`config.mk`:
```
export PLATFORM = sky130hd
export DESIGN_NAME = i2c_target_rx
export DESIGN_NICKNAME = d
export VERILOG_FILES = /design/src/rtl/i2c_pkg.sv /design/src/rtl/i2c_sync_edge.sv /design/src/rtl/i2c_target_rx.sv
export SDC_FILE = /design/constraint.sdc
export NUM_CORES = 1
export LEC_CHECK = 0
export CORE_UTILIZATION = 55
export CTS_CLUSTER_DIAMETER = 50
export DETAILED_ROUTE_END_ITERATION = 8
export PLACE_DENSITY = 0.79
export SLEW_MARGIN = 40
export SYNTH_ARGS = -nofsm -noshare
export SYNTH_HDL_FRONTEND = slang
export SYNTH_HIERARCHICAL = 1
export SYNTH_SLANG_ARGS = --single-unit
```
`constraint.sdc`:
```
create_clock -name clk -period 2.6 [get_ports clk]
set_input_delay 0.65 -clock clk [delete_from_list [all_inputs] [get_ports clk]]
set_output_delay 0.65 -clock clk [all_outputs]
set_load 0.1 [all_outputs]
```
`src/rtl/i2c_pkg.sv`:
```
// -----------------------------------------------------------------------------
// i2c_pkg
// Shared definitions for the I2C target receiver:
//   - BIT_CNT_W / CNT_* : width and key values of the per-byte bit counter
//   - i2c_state_e       : protocol state of the target FSM
//   - addr_match()      : compares the 7-bit address field of a received byte
// -----------------------------------------------------------------------------
package i2c_pkg;

  localparam int unsigned BIT_CNT_W = 4;

  localparam logic [BIT_CNT_W-1:0] CNT_ZERO = 4'd0;
  localparam logic [BIT_CNT_W-1:0] CNT_ONE  = 4'd1;
  localparam logic [BIT_CNT_W-1:0] CNT_LAST = 4'd7;

  typedef enum logic [3:0] {
    ST_IDLE      = 4'd0,
    ST_RX_ADDR   = 4'd1,
    ST_ACK_ADDR  = 4'd2,
    ST_RX_PTR    = 4'd3,
    ST_ACK_PTR   = 4'd4,
    ST_RX_DATA   = 4'd5,
    ST_ACK_DATA  = 4'd6,
    ST_TX_DATA   = 4'd7,
    ST_RX_MACK   = 4'd8,
    ST_WAIT_STOP = 4'd9
  } i2c_state_e;

  // Upper seven bits of an address byte carry the target address, bit 0 is R/W.
  function automatic logic addr_match(input logic [7:0] byte_in, input logic [6:0] dev);
    return (byte_in[7:1] == dev);
  endfunction

endpackage

```
`src/rtl/i2c_sync_edge.sv`:
```
// -----------------------------------------------------------------------------
// i2c_sync_edge
// Synchronises the SCL/SDA pads into clk, keeps one delayed copy of each and
// produces registered single-cycle bus events.
//   clk, rst   : system clock, synchronous active-high reset
//   scl_i      : SCL pad (asynchronous)
//   sda_i      : SDA pad (asynchronous)
//   scl_rise   : synchronised SCL rising edge
//   scl_fall   : synchronised SCL falling edge
//   start_det  : SDA fell while SCL high
//   stop_det   : SDA rose while SCL high
//   sda_bit    : synchronised SDA value in the same cycle as the events
// -----------------------------------------------------------------------------
module i2c_sync_edge #(
  parameter int SYNC_STAGES = 2
) (
  input  logic clk,
  input  logic rst,
  input  logic scl_i,
  input  logic sda_i,
  output logic scl_rise,
  output logic scl_fall,
  output logic start_det,
  output logic stop_det,
  output logic sda_bit
);

  logic [SYNC_STAGES-1:0] scl_sync_q, scl_sync_d;
  logic [SYNC_STAGES-1:0] sda_sync_q, sda_sync_d;
  logic scl_dly_q, scl_dly_d;
  logic sda_dly_q, sda_dly_d;
  logic scl_rise_q, scl_rise_d;
  logic scl_fall_q, scl_fall_d;
  logic start_q, start_d;
  logic stop_q, stop_d;
  logic sda_bit_q, sda_bit_d;
  logic scl_s, sda_s;

  assign scl_s = scl_sync_q[SYNC_STAGES-1];
  assign sda_s = sda_sync_q[SYNC_STAGES-1];

  // Next-state of the synchroniser chains, delay flops and event detectors.
  always_comb begin
    scl_sync_d = {scl_sync_q[SYNC_STAGES-2:0], scl_i};
    sda_sync_d = {sda_sync_q[SYNC_STAGES-2:0], sda_i};
    scl_dly_d  = scl_s;
    sda_dly_d  = sda_s;
    scl_rise_d = scl_s & ~scl_dly_q;
    scl_fall_d = ~scl_s & scl_dly_q;
    // SCL must be high in both samples so an SCL edge is never taken for START/STOP.
    start_d    = scl_s & scl_dly_q & sda_dly_q & ~sda_s;
    stop_d     = scl_s & scl_dly_q & ~sda_dly_q & sda_s;
    sda_bit_d  = sda_s;
  end

  // Registers; reset loads an idle (high) bus so no spurious edge follows reset.
  always_ff @(posedge clk) begin
    if (rst) begin
      scl_sync_q <= {SYNC_STAGES{1'b1}};
      sda_sync_q <= {SYNC_STAGES{1'b1}};
      scl_dly_q  <= 1'b1;
      sda_dly_q  <= 1'b1;
      scl_rise_q <= 1'b0;
      scl_fall_q <= 1'b0;
      start_q    <= 1'b0;
      stop_q     <= 1'b0;
      sda_bit_q  <= 1'b1;
    end else begin
      scl_sync_q <= scl_sync_d;
      sda_sync_q <= sda_sync_d;
      scl_dly_q  <= scl_dly_d;
      sda_dly_q  <= sda_dly_d;
      scl_rise_q <= scl_rise_d;
      scl_fall_q <= scl_fall_d;
      start_q    <= start_d;
      stop_q     <= stop_d;
      sda_bit_q  <= sda_bit_d;
    end
  end

  assign scl_rise  = scl_rise_q;
  assign scl_fall  = scl_fall_q;
  assign start_det = start_q;
  assign stop_det  = stop_q;
  assign sda_bit   = sda_bit_q;

endmodule

```
`src/rtl/i2c_target_rx.sv`:
```
// -----------------------------------------------------------------------------
// i2c_target_rx
// I2C target with an 8-bit register pointer: writes are streamed to a register
// file through wr_en, reads are fetched through rd_req/rd_data.
//   clk, rst : system clock, synchronous active-high reset
//   scl_i    : SCL pad (asynchronous)
//   sda_i    : SDA pad (asynchronous)
//   sda_oe   : 1 pulls SDA low (open drain)
//   reg_addr : register pointer, auto-increments after each byte
//   wr_data  : received data byte, valid with wr_en
//   wr_en    : one-cycle write strobe
//   rd_req   : one-cycle read request for the byte at reg_addr
//   rd_data  : register byte, sampled one cycle after rd_req
//   busy     : bus transaction in progress (START to STOP)
// -----------------------------------------------------------------------------
module i2c_target_rx
  import i2c_pkg::*;
#(
  parameter logic [6:0] DEV_ADDR    = 7'h42,
  parameter int         SYNC_STAGES = 2
) (
  input  logic       clk,
  input  logic       rst,
  input  logic       scl_i,
  input  logic       sda_i,
  output logic       sda_oe,
  output logic [7:0] reg_addr,
  output logic [7:0] wr_data,
  output logic       wr_en,
  output logic       rd_req,
  input  logic [7:0] rd_data,
  output logic       busy
);

  logic scl_rise, scl_fall, start_det, stop_det, sda_bit;

  i2c_sync_edge #(.SYNC_STAGES(SYNC_STAGES)) u_sync_edge (
    .clk       (clk),
    .rst       (rst),
    .scl_i     (scl_i),
    .sda_i     (sda_i),
    .scl_rise  (scl_rise),
    .scl_fall  (scl_fall),
    .start_det (start_det),
    .stop_det  (stop_det),
    .sda_bit   (sda_bit)
  );

  i2c_state_e           state_q, state_d;
  logic [BIT_CNT_W-1:0] cnt_q, cnt_d;
  logic [6:0]           shift_q, shift_d;
  logic [7:0]           tx_q, tx_d;
  logic                 rw_q, rw_d;
  logic                 sda_oe_q, sda_oe_d;
  logic [7:0]           reg_addr_q, reg_addr_d;
  logic [7:0]           wr_data_q, wr_data_d;
  logic                 wr_en_q, wr_en_d;
  logic                 rd_req_q, rd_req_d;
  logic                 busy_q, busy_d;
  logic [7:0]           rx_byte_s;
  logic                 bit_last_s;

  assign rx_byte_s  = {shift_q, sda_bit};
  assign bit_last_s = (cnt_q == CNT_LAST);

  // Protocol FSM: next state, shifters, pointer and output strobes.
  always_comb begin
    state_d    = state_q;
    cnt_d      = cnt_q;
    shift_d    = shift_q;
    rw_d       = rw_q;
    sda_oe_d   = sda_oe_q;
    wr_data_d  = wr_data_q;
    busy_d     = busy_q;
    wr_en_d    = 1'b0;
    rd_req_d   = 1'b0;
    // Read byte arrives the cycle after the request.
    tx_d       = rd_req_q ? rd_data : tx_q;
    // Pointer advances the cycle after a committed write (wraps naturally).
    reg_addr_d = wr_en_q ? (reg_addr_q + 8'd1) : reg_addr_q;

    if (stop_det) begin
      state_d  = ST_IDLE;
      cnt_d    = CNT_ZERO;
      sda_oe_d = 1'b0;
      busy_d   = 1'b0;
    end else if (start_det) begin
      // Any partially shifted byte is dropped here.
      state_d  = ST_RX_ADDR;
      cnt_d    = CNT_ZERO;
      sda_oe_d = 1'b0;
      busy_d   = 1'b1;
    end else begin
      case (state_q)
        ST_RX_ADDR, ST_RX_PTR, ST_RX_DATA: begin
          if (scl_rise) begin
            shift_d = rx_byte_s[6:0];
            if (bit_last_s) begin
              cnt_d = CNT_ZERO;
              case (state_q)
                ST_RX_ADDR: begin
                  rw_d    = sda_bit;
                  state_d = addr_match(rx_byte_s, DEV_ADDR) ? ST_ACK_ADDR : ST_WAIT_STOP;
                end
                ST_RX_PTR: begin
                  reg_addr_d = rx_byte_s;
                  state_d    = ST_ACK_PTR;
                end
                default: begin
                  wr_data_d = rx_byte_s;
                  wr_en_d   = 1'b1;
                  state_d   = ST_ACK_DATA;
                end
              endcase
            end else begin
              cnt_d = cnt_q + CNT_ONE;
            end
          end else if (scl_fall) begin
            // Releases the preceding ACK on the falling edge after bit 9.
            sda_oe_d = 1'b0;
          end else begin
            sda_oe_d = sda_oe_q;
          end
        end
        ST_ACK_ADDR, ST_ACK_PTR, ST_ACK_DATA: begin
          if (scl_fall) begin
            sda_oe_d = 1'b1;
          end else if (scl_rise) begin
            // 9th rising edge: ACK stays driven until the next falling edge.
            cnt_d = CNT_ZERO;
            case (state_q)
              ST_ACK_ADDR: begin
                rd_req_d = rw_q;
                state_d  = rw_q ? ST_TX_DATA : ST_RX_PTR;
              end
              default: state_d = ST_RX_DATA;
            endcase
          end else begin
            sda_oe_d = sda_oe_q;
          end
        end
        ST_TX_DATA: begin
          if (scl_fall) begin
            sda_oe_d = ~tx_q[3'd7 - cnt_q[2:0]];
          end else if (scl_rise) begin
            cnt_d   = bit_last_s ? CNT_ZERO : (cnt_q + CNT_ONE);
            state_d = bit_last_s ? ST_RX_MACK : ST_TX_DATA;
          end else begin
            sda_oe_d = sda_oe_q;
          end
        end
        ST_RX_MACK: begin
          if (scl_fall) begin
            sda_oe_d = 1'b0;
          end else if (scl_rise) begin
            if (!sda_bit) begin
              rd_req_d   = 1'b1;
              reg_addr_d = reg_addr_q + 8'd1;
              state_d    = ST_TX_DATA;
            end else begin
              state_d = ST_WAIT_STOP;
            end
          end else begin
            sda_oe_d = sda_oe_q;
          end
        end
        ST_IDLE, ST_WAIT_STOP: begin
          sda_oe_d = scl_fall ? 1'b0 : sda_oe_q;
        end
        default: begin
          state_d  = ST_IDLE;
          sda_oe_d = 1'b0;
          busy_d   = 1'b0;
        end
      endcase
    end
  end

  // State and output registers.
  always_ff @(posedge clk) begin
    if (rst) begin
      state_q    <= ST_IDLE;
      cnt_q      <= CNT_ZERO;
      shift_q    <= 7'h00;
      tx_q       <= 8'h00;
      rw_q       <= 1'b0;
      sda_oe_q   <= 1'b0;
      reg_addr_q <= 8'h00;
      wr_data_q  <= 8'h00;
      wr_en_q    <= 1'b0;
      rd_req_q   <= 1'b0;
      busy_q     <= 1'b0;
    end else begin
      state_q    <= state_d;
      cnt_q      <= cnt_d;
      shift_q    <= shift_d;
      tx_q       <= tx_d;
      rw_q       <= rw_d;
      sda_oe_q   <= sda_oe_d;
      reg_addr_q <= reg_addr_d;
      wr_data_q  <= wr_data_d;
      wr_en_q    <= wr_en_d;
      rd_req_q   <= rd_req_d;
      busy_q     <= busy_d;
    end
  end

  assign sda_oe   = sda_oe_q;
  assign reg_addr = reg_addr_q;
  assign wr_data  = wr_data_q;
  assign wr_en    = wr_en_q;
  assign rd_req   = rd_req_q;
  assign busy     = busy_q;

endmodule
```
# Word level (Yosys, flattened, before mapping)
# Cells that the tools add are included.
# Widths: inputs -> output; s select.
dict set report op_classes {
  addsub 3
  magnitude_cmp 1
  n_eq_ne 32
  mux 49
  bitwise 19
  n_reduce_logical 18
}
# cell count
set ops {}
lappend ops {{$mux 8} 9}
lappend ops {{$mux 4} 16}
lappend ops {{$eq 4x3->1 const B} 5}
lappend ops {{$pmux 4 s5} 1}
lappend ops {{$reduce_and 9->1} 2}
lappend ops {{$ne 2x1->1 const B} 8}
lappend ops {{$pmux 8 s2} 1}
lappend ops {{$mux 1} 15}
lappend ops {{$ne 3x1->1 const B} 4}
lappend ops {{$not 1->1} 12}
lappend ops {{$pmux 4 s3} 1}
lappend ops {{$reduce_and 6->1} 2}
lappend ops {{$reduce_or 3->1} 4}
lappend ops {{$ne 2x2->1 const B} 5}
lappend ops {{$reduce_or 10->1} 1}
lappend ops {{$ne 3x3->1 const B} 3}
lappend ops {{$add 8x1->8 const B} 1}
lappend ops {{$eq 4x2->1 const B} 2}
lappend ops {{$eq 4x4->1 const B} 2}
lappend ops {{$pmux 4 s2} 1}
lappend ops {{$reduce_and 4->1} 2}
lappend ops {{$and 1x1->1} 7}
lappend ops {{$eq 7x7->1 const B} 1}
lappend ops {{$mux 3} 2}
lappend ops {{13 further kinds} 15}
dict set report word_totals {
  regBits 54
  input_bits 12
  output_inout_bits 20
  word_cells 142
}

# Depth between registers and ports, before layout
# Gate-level depths: netlist (run 1).
dict set report depth {
  word_depth 8
  depth_mapped 7
  depth_no_buf 6
}

# Cells and area by module
# The synthesis (run 1) kept the hierarchy.
# module n_inst cells_per_inst area_each_um2 seq_area_each_um2
set by_module_without_submodules {}
lappend by_module_without_submodules {i2c_target_rx 1 252 2293.4 880.8}
lappend by_module_without_submodules {i2c_sync_edge 1 22 300.3 200.2}

# Worst setup path before layout (run 1)
# No wires, ideal clock.
dict set report synth_timing {
  path_type {reg-to-reg}
  from {reg reg_addr_q[2], in the netlist reg_addr[2]}
  to {reg reg_addr_q[7], in the netlist reg_addr[7]}
  setup_time_ps 126
  arrival_time_ps 2032
  required_time_ps 2474
  setup_slack_ps 442
  path_stages_with_launch 7
  n_path_buf 1
  synth_period_minus_slack_ps 2158
  cell_sequence {dfxtp_1 clkbuf_1 and4_1 and4_1 xor2_1 a22oi_1 o22ai_1}
}
dict set report synth_via {
  elab_chain_cells 8
  elab_cells_between_ends 11
  cone_classes {1 x add/sub; 10 x mux}
}
# element line_no
set synth_rtl {}
lappend synth_rtl {{start, declared} i2c_target_rx.sv:55} ;# logic [7:0] reg_addr_q, reg_addr_d;
lappend synth_rtl {{start signal, assigned} i2c_target_rx.sv:200} ;# reg_addr_q <= reg_addr_d;
lappend synth_rtl {{$add 8x1->8 (*)} {i2c_target_rx.sv:80, i2c_target_rx.sv:158}}
lappend synth_rtl {{$mux 8} i2c_target_rx.sv:80} ;# reg_addr_d = wr_en_q ? (reg_addr_q + 8'd1) : reg_addr_q;
lappend synth_rtl {{$mux 8 (on tied branches)} {i2c_target_rx.sv:156, i2c_target_rx.sv:100}}
lappend synth_rtl {{$mux 8 (on tied branches)} {i2c_target_rx.sv:155, i2c_target_rx.sv:98}}
lappend synth_rtl {{$mux 8 (on tied branches)} {i2c_target_rx.sv:153, i2c_target_rx.sv:96}}
lappend synth_rtl {{$pmux 8 s2} i2c_target_rx.sv:94} ;# case (state_q)
lappend synth_rtl {{$mux 8} i2c_target_rx.sv:87} ;# end else if (start_det) begin
lappend synth_rtl {{$mux 8 (*)} i2c_target_rx.sv:82} ;# if (stop_det) begin
# Every way passes the cells marked *; elsewhere a longest branch is shown, timed or not.
# A chain may end at the register's enable or synchronous reset.

# Final worst setup path (run 1)
dict set report layout_timing {
  from {reg cnt_q[0]}
  to {reg wr_data_q[3], in the netlist wr_data[3]}
}
dict set report layout_via {
  elab_chain_cells 2
}
# element line_no
set layout_rtl {}
lappend layout_rtl {{start, declared} i2c_target_rx.sv:50} ;# logic [BIT_CNT_W-1:0] cnt_q, cnt_d;
lappend layout_rtl {{start signal, assigned} i2c_target_rx.sv:195} ;# cnt_q <= cnt_d;
lappend layout_rtl {{$eq 4x3->1} i2c_target_rx.sv:64} ;# assign bit_last_s = (cnt_q == CNT_LAST);
lappend layout_rtl {{$reduce_and 6->1 (no line)} -}
lappend layout_rtl {{end signal, assigned} i2c_target_rx.sv:201} ;# wr_data_q <= wr_data_d;
lappend layout_rtl {{end, declared} i2c_target_rx.sv:56} ;# logic [7:0] wr_data_q, wr_data_d;
# Every way passes these cells.

==> results of run 1 <==
layer usage:
layer	wire length [um]	global-route usage	vias to the layer above
met1	2530	0.318	970
met4	70	0.0800	0
met5	0	0	-
li1	-	-	1047
met3	321	0.0370	8
met2	2470	0.351	60
layout by cell type (no fill, tap or decap), types with 3 or more instances in the layout:
| master | synthesis | routed |
|---|---|---|
| dfxtp_1 | 54 | 54 |
| nor2_1 | 38 | 38 |
| buf_4 | 1 | 27 |
| mux2i_1 | 25 | 25 |
| clkdlybuf4s50_1 | 0 | 11 |
| nand3_1 | 9 | 9 |
| xor2_1 | 9 | 9 |
| nand2_1 | 9 | 9 |
| a22oi_1 | 8 | 8 |
| o22ai_1 | 8 | 8 |
| nor3_1 | 8 | 8 |
| o21ai_0 | 7 | 7 |
| a21oi_1 | 7 | 7 |
| inv_1 | 5 | 5 |
| a31oi_1 | 5 | 5 |
| clkbuf_8 | 0 | 5 |
| xnor2_1 | 4 | 4 |
| nand4_1 | 4 | 4 |
| or2_1 | 4 | 4 |
| nand3b_1 | 3 | 3 |
| nor4_1 | 3 | 3 |
| nor3b_1 | 3 | 3 |
| nor2b_1 | 3 | 3 |
| o211ai_1 | 3 | 3 |
state kept, by name (all words and copies together) (netlist names):
| register | cells |
|---|---|
| sda_oe | 1 |
| u_sync_edge/scl_fall | 1 |
| u_sync_edge/scl_dly_q | 1 |
| rd_req | 1 |
| shift_q | 7 |
| u_sync_edge/sda_sync_q | 2 |
| u_sync_edge/stop_det | 1 |
| u_sync_edge/start_det | 1 |
| reg_addr | 8 |
| u_sync_edge/scl_sync_q | 2 |
| wr_data | 8 |
| u_sync_edge/scl_rise | 1 |
| u_sync_edge/sda_bit | 1 |
| cnt_q | 4 |
| busy | 1 |
| wr_en | 1 |
| tx_q | 8 |
| rw_q | 1 |
| state_q | 4 |
layout make-up:
cell class	instances	share of cell area
clock buffer	5	0.0229
clock inverter	3	0.0150
tap	52	0.0216
inverter	5	0.00624
multi-input combinational	198	0.471
timing repair buffer	38	0.104
sequential	54	0.359
where the power goes:
group	switching (uW)	total [uW]	internal (uW)	leakage (uW)
registers	62.9	916	853	0.000437
clock network	270	556	286	0.0000504
logic	232	399	167	0.000635
total	565	1870	1310	0.00112
cell families (layout without fill, tap and decap cells):
kind of cell,Yosys count,count (layout),synth area share
and+or+nand+nor,103,103,0.232
buffers and inverters,22,51,0.0371
xor gates and xnor gates,13,13,0.0439
adders and majority gates,2,2,0.00965
AOI/OAI and AO/OA,52,52,0.142
muxes,28,28,0.118
DFF,54,54,0.417
stage by stage:
| stage | utilization | cells | power (uW) | cell area, um^2 | setup WS, ns |
|---|---|---|---|---|---|
| floorplan | - | 274 | 1220 | 2590 | 0.442 |
| CTS | 0.677 | 355 | 1880 | 3010 | 0.293 |
| global route | 0.677 | 355 | 1960 | 3010 | 0.0161 |
| finish | 0.677 | 355 | 1870 | 3010 | 0.294 |
| detailed placement | 0.651 | 347 | 1320 | 2890 | 0.296 |
| global placement | 0.651 | 347 | 1300 | 2890 | 0.380 |
final timing paths:
check	depth (start not counted)	to	slack, ns
worst min-delay path	1	u_sync_edge/sda_sync_q[1]	0.41
worst min register to register	1	u_sync_edge/sda_sync_q[1]	0.41
worst max-delay path	6	wr_data[3]	0.29
worst max register to register	6	wr_data[3]	0.29
==> flow_summary.ini, run 1 <==
[clocking]
path_clk_slew_ns = 0.09
cts_resized = 0
h-tree-depth = 2
cts_hold_buffers = 0
clock_path_buffers = 2
post-cts-setup-buffers = 0
cts_tree = yes
insertion_delay_ns = 0.30
cts.sinks = 54
cts_buffers = 5
clockRootBuffer = clkbuf_8

[global_routing]
gr-total-overflow = 0
grt_max_degree = 38
antenna_found_initial = 0
grt_pass1_vias = 1914
grt_pass1_wl_um = 8970
grt_use_total = 0.225

[final_layout]
fillers = 343
register_area_um2 = 1080
drive_gt1_frac = 0.185
area_growth_pct = 16.0
nets = 316
antennaDiodeCount = 0
multi_input_area_um2 = 1420

[critical_path]
path_cells = ha_1 > nand3b_1 > nor4_1 > and3_1 > mux2i_1 > nor2_1
arrival_ns = 2.49
crit_required_ns = 2.79
crit_type = flop to flop
cp-end-kind = flop
critPathLaunch = cnt_q[0]
worstPathMaxFanout = 9
start_kind = flop
critPathSlowestCell = and3_1
crit_family = simple AND/OR/NAND/NOR gates
path_buf_inv = 0
critPathMaxStageDelay_ns = 0.53
r2r-start = cnt_q[0]

[synthesis]
avgSynthCellArea_um2 = 9.47
netlist_instances = 274
synthTopCellsByArea = dfxtp_1, mux2i_1, nor2_1
synth_seq_cells = 54
syn_area_um2 = 2590
yosysMostFrequentCell = dfxtp_1
synth.largest_area_cell = dfxtp_1
synth_edf_count = 0
yosysSeqAreaShare = 0.417
synth_top_area_share = 0.417
ys_async_sr_fraction = 0
yosysWarnings = 6
syn_nets = 288
yosys-top-cells-count = dfxtp_1, nor2_1, mux2i_1, clkbuf_1
ys.flop_type = dfxtp_1
synth_cell_types = 57

[timing]
maxSlewViolCount = 0
setup_viol = 0
timing.setup.tns_ns = 0
max_clock_freq_mhz = 434
max_slew_margin = 0.591
timing.hold.ws_ns = 0.411
min_period_ns = 2.31
rsz0062_at_grt = false
fin_crit_sh = 0.887
finClkSkew_ns = 0.00601
timing_hold_violations_final = 0
worstMarginPinSlew_ns = 0.609

[drt]
antenna_left = 0
vias = 2085
drt-initial-drc-count = 250
via_per_inst = 5.87
drc = 4
drt_wl_total_um = 5390
drtPass1Iterations = 6
wl_per_cell_um = 15.2

[floorplan]
die_area_um2 = 4990
io_pins = 32
die_w_um = 70.7
row_count = 24
core_area_um2 = 4440
initial_core_util = 0.584
die_y_um = 70.7

[worst_hold_path]
hold_path.startpoint = u_sync_edge/sda_sync_q[0]
min_path_type = flop to flop

[pwr]
vdd_ir_drop_max_mv = 0.464
leakage_uw = 0.00112
power_density_nw_per_um2 = 622

[place]
place_congestion = 0.905
portBuffers = 31
place_hpwl_um = 3710

[status]
status = complete, but fails checks
violations = design-rule violations

[job]
max_cap_violations = 0
Note: power is estimated with default switching activity, not from simulation.
==> inputs of run 2 (changes only) <==
--- a/config.mk
+++ b/config.mk
@@ -5,10 +5,10 @@
 export SDC_FILE = /design/constraint.sdc
 export NUM_CORES = 1
 export LEC_CHECK = 0
-export CORE_UTILIZATION = 55
+export CORE_MARGIN = 1
+export CORE_UTILIZATION = 40
 export CTS_CLUSTER_DIAMETER = 50
 export DETAILED_ROUTE_END_ITERATION = 8
-export PLACE_DENSITY = 0.79
 export SLEW_MARGIN = 40
 export SYNTH_ARGS = -nofsm -noshare
 export SYNTH_HDL_FRONTEND = slang
==> run 2 against run 1 <==
  * The run now ends clean
  * Clock skew is 0.0013 ns higher
  * Power shrank 3.3%
  * Die area rose by 36%
  * First-iteration DRC count down 19%
  * Sequential share of layout area shrank 0.60 points
  * Critical path type unchanged
  * Wire length increased by 4.2%
  * Core utilization is 17 points lower
  * Critical endpoint is now wr_data[5]
  * Global-route usage fell by 4.3 points
==> flow_summary.ini, run 2 (same netlist as run 1, synthesis figures left out) <==
[worst_hold_path]
min_path_type = flop to flop

[global_routing]
gr-total-overflow = 0
antenna_found_initial = 0
grt_pass1_wl_um = 9230
grt_use_total = 0.182
grt_pass1_vias = 1836
grt_max_degree = 34

[timing]
maxSlewViolCount = 0
worstMarginPinSlew_ns = 0.604
timing.setup.tns_ns = 0
min_period_ns = 2.19
finClkSkew_ns = 0.00727
max_clock_freq_mhz = 457
timing_hold_violations_final = 0
setup_viol = 0
timing.hold.ws_ns = 0.410
fin_crit_sh = 0.841
rsz0062_at_grt = false
max_slew_margin = 0.597

[clocking]
cts.sinks = 54
clockRootBuffer = clkbuf_8
clock_path_buffers = 2
post-cts-setup-buffers = 0
insertion_delay_ns = 0.31
cts_tree = yes
h-tree-depth = 2
cts_buffers = 5
path_clk_slew_ns = 0.10
cts_hold_buffers = 0
cts_resized = 0

[drt]
drc = 0
drtPass1Iterations = 5
drt-initial-drc-count = 203
wl_per_cell_um = 14.6
antenna_left = 0
via_per_inst = 5.46
vias = 2098
drt_wl_total_um = 5610

[critical_path]
crit_required_ns = 2.81
cp-end-kind = flop
start_kind = flop
arrival_ns = 2.39
worstPathMaxFanout = 9
crit_type = flop to flop

[final_layout]
register_area_um2 = 1080
nets = 322
fillers = 624
layout_commonest_cell = dfxtp_1
multi_input_area_um2 = 1420
antennaDiodeCount = 0
drive_gt1_frac = 0.201
final_cell_mix = dfxtp_1, nor2_1, buf_4
area_growth_pct = 17.9
final_util = 0.502
final_area_um2 = 3060

[floorplan]
row_count = 28
die_y_um = 82.5
io_pins = 32
core_area_um2 = 6100
die_area_um2 = 6810
initial_core_util = 0.425
die_w_um = 82.5

[pwr]
leakage_uw = 0.00115
power_density_nw_per_um2 = 591
vdd_ir_drop_max_mv = 0.293

[place]
placed_area_um2 = 2970
portBuffers = 31
place_hpwl_um = 3960
place_congestion = 0.844

[status]
status = finished, final reports clean

[job]
max_cap_violations = 0
==> run 2: power by group <==
| group | switching, uW | leakage [uW] | internal, uW |
|---|---|---|---|
| clock | 297 | 0.0000489 | 196 |
| sequential | 53.9 | 0.000437 | 853 |
| combinational | 232 | 0.000667 | 176 |
| total | 583 | 0.00115 | 1230 |
==> run 2: worst paths after layout <==
kind,from,endpoint,slack (ns),depth (start not counted)
max,cnt_q[0],wr_data[5],0.41,7
min reg2reg,u_sync_edge/sda_sync_q[0],u_sync_edge/sda_sync_q[1],0.41,1
min,u_sync_edge/sda_sync_q[0],u_sync_edge/sda_sync_q[1],0.41,1
max reg2reg,cnt_q[0],wr_data[5],0.41,7
==> run 2: layout make-up <==
type | instances | share of cell area
well taps | 75 | 0.0307
inverters | 5 | 0.00613
repair buffers | 44 | 0.117
flip-flops and latches | 54 | 0.353
multi-input cells | 198 | 0.463
clock buffers | 5 | 0.0225
clock inverters | 3 | 0.00736
==> run 2: routing by layer <==
layer | wire (um) | vias up | GRT usage | share of wire
met5 | 0 | - | 0 | 0
met4 | 63 | 0 | 0.0621 | 0.011
met3 | 264 | 8 | 0.0363 | 0.047
met2 | 2490 | 63 | 0.269 | 0.44
met1 | 2800 | 965 | 0.262 | 0.50
li1 | - | 1062 | - | -
==> run 2: per-stage QoR <==
step / cells / setup slack [ns] / power (uW)
floorplan: 274 / 0.442 / 1220
global placement: 376 / 0.535 / 1330
detailed placement: 376 / 0.429 / 1330
CTS: 384 / 0.423 / 1820
global route: 384 / 0.182 / 1910
finish: 384 / 0.414 / 1810
==> run 2: critical path, stage by stage, from the launching register on <==
cell and delay, ns:
dfxtp_1 0.47, ha_1 0.25, nand3b_1 0.24, nor4_1 0.45
and3_1 0.22, buf_4 0.19, mux2i_1 0.20, nor2_1 0.05
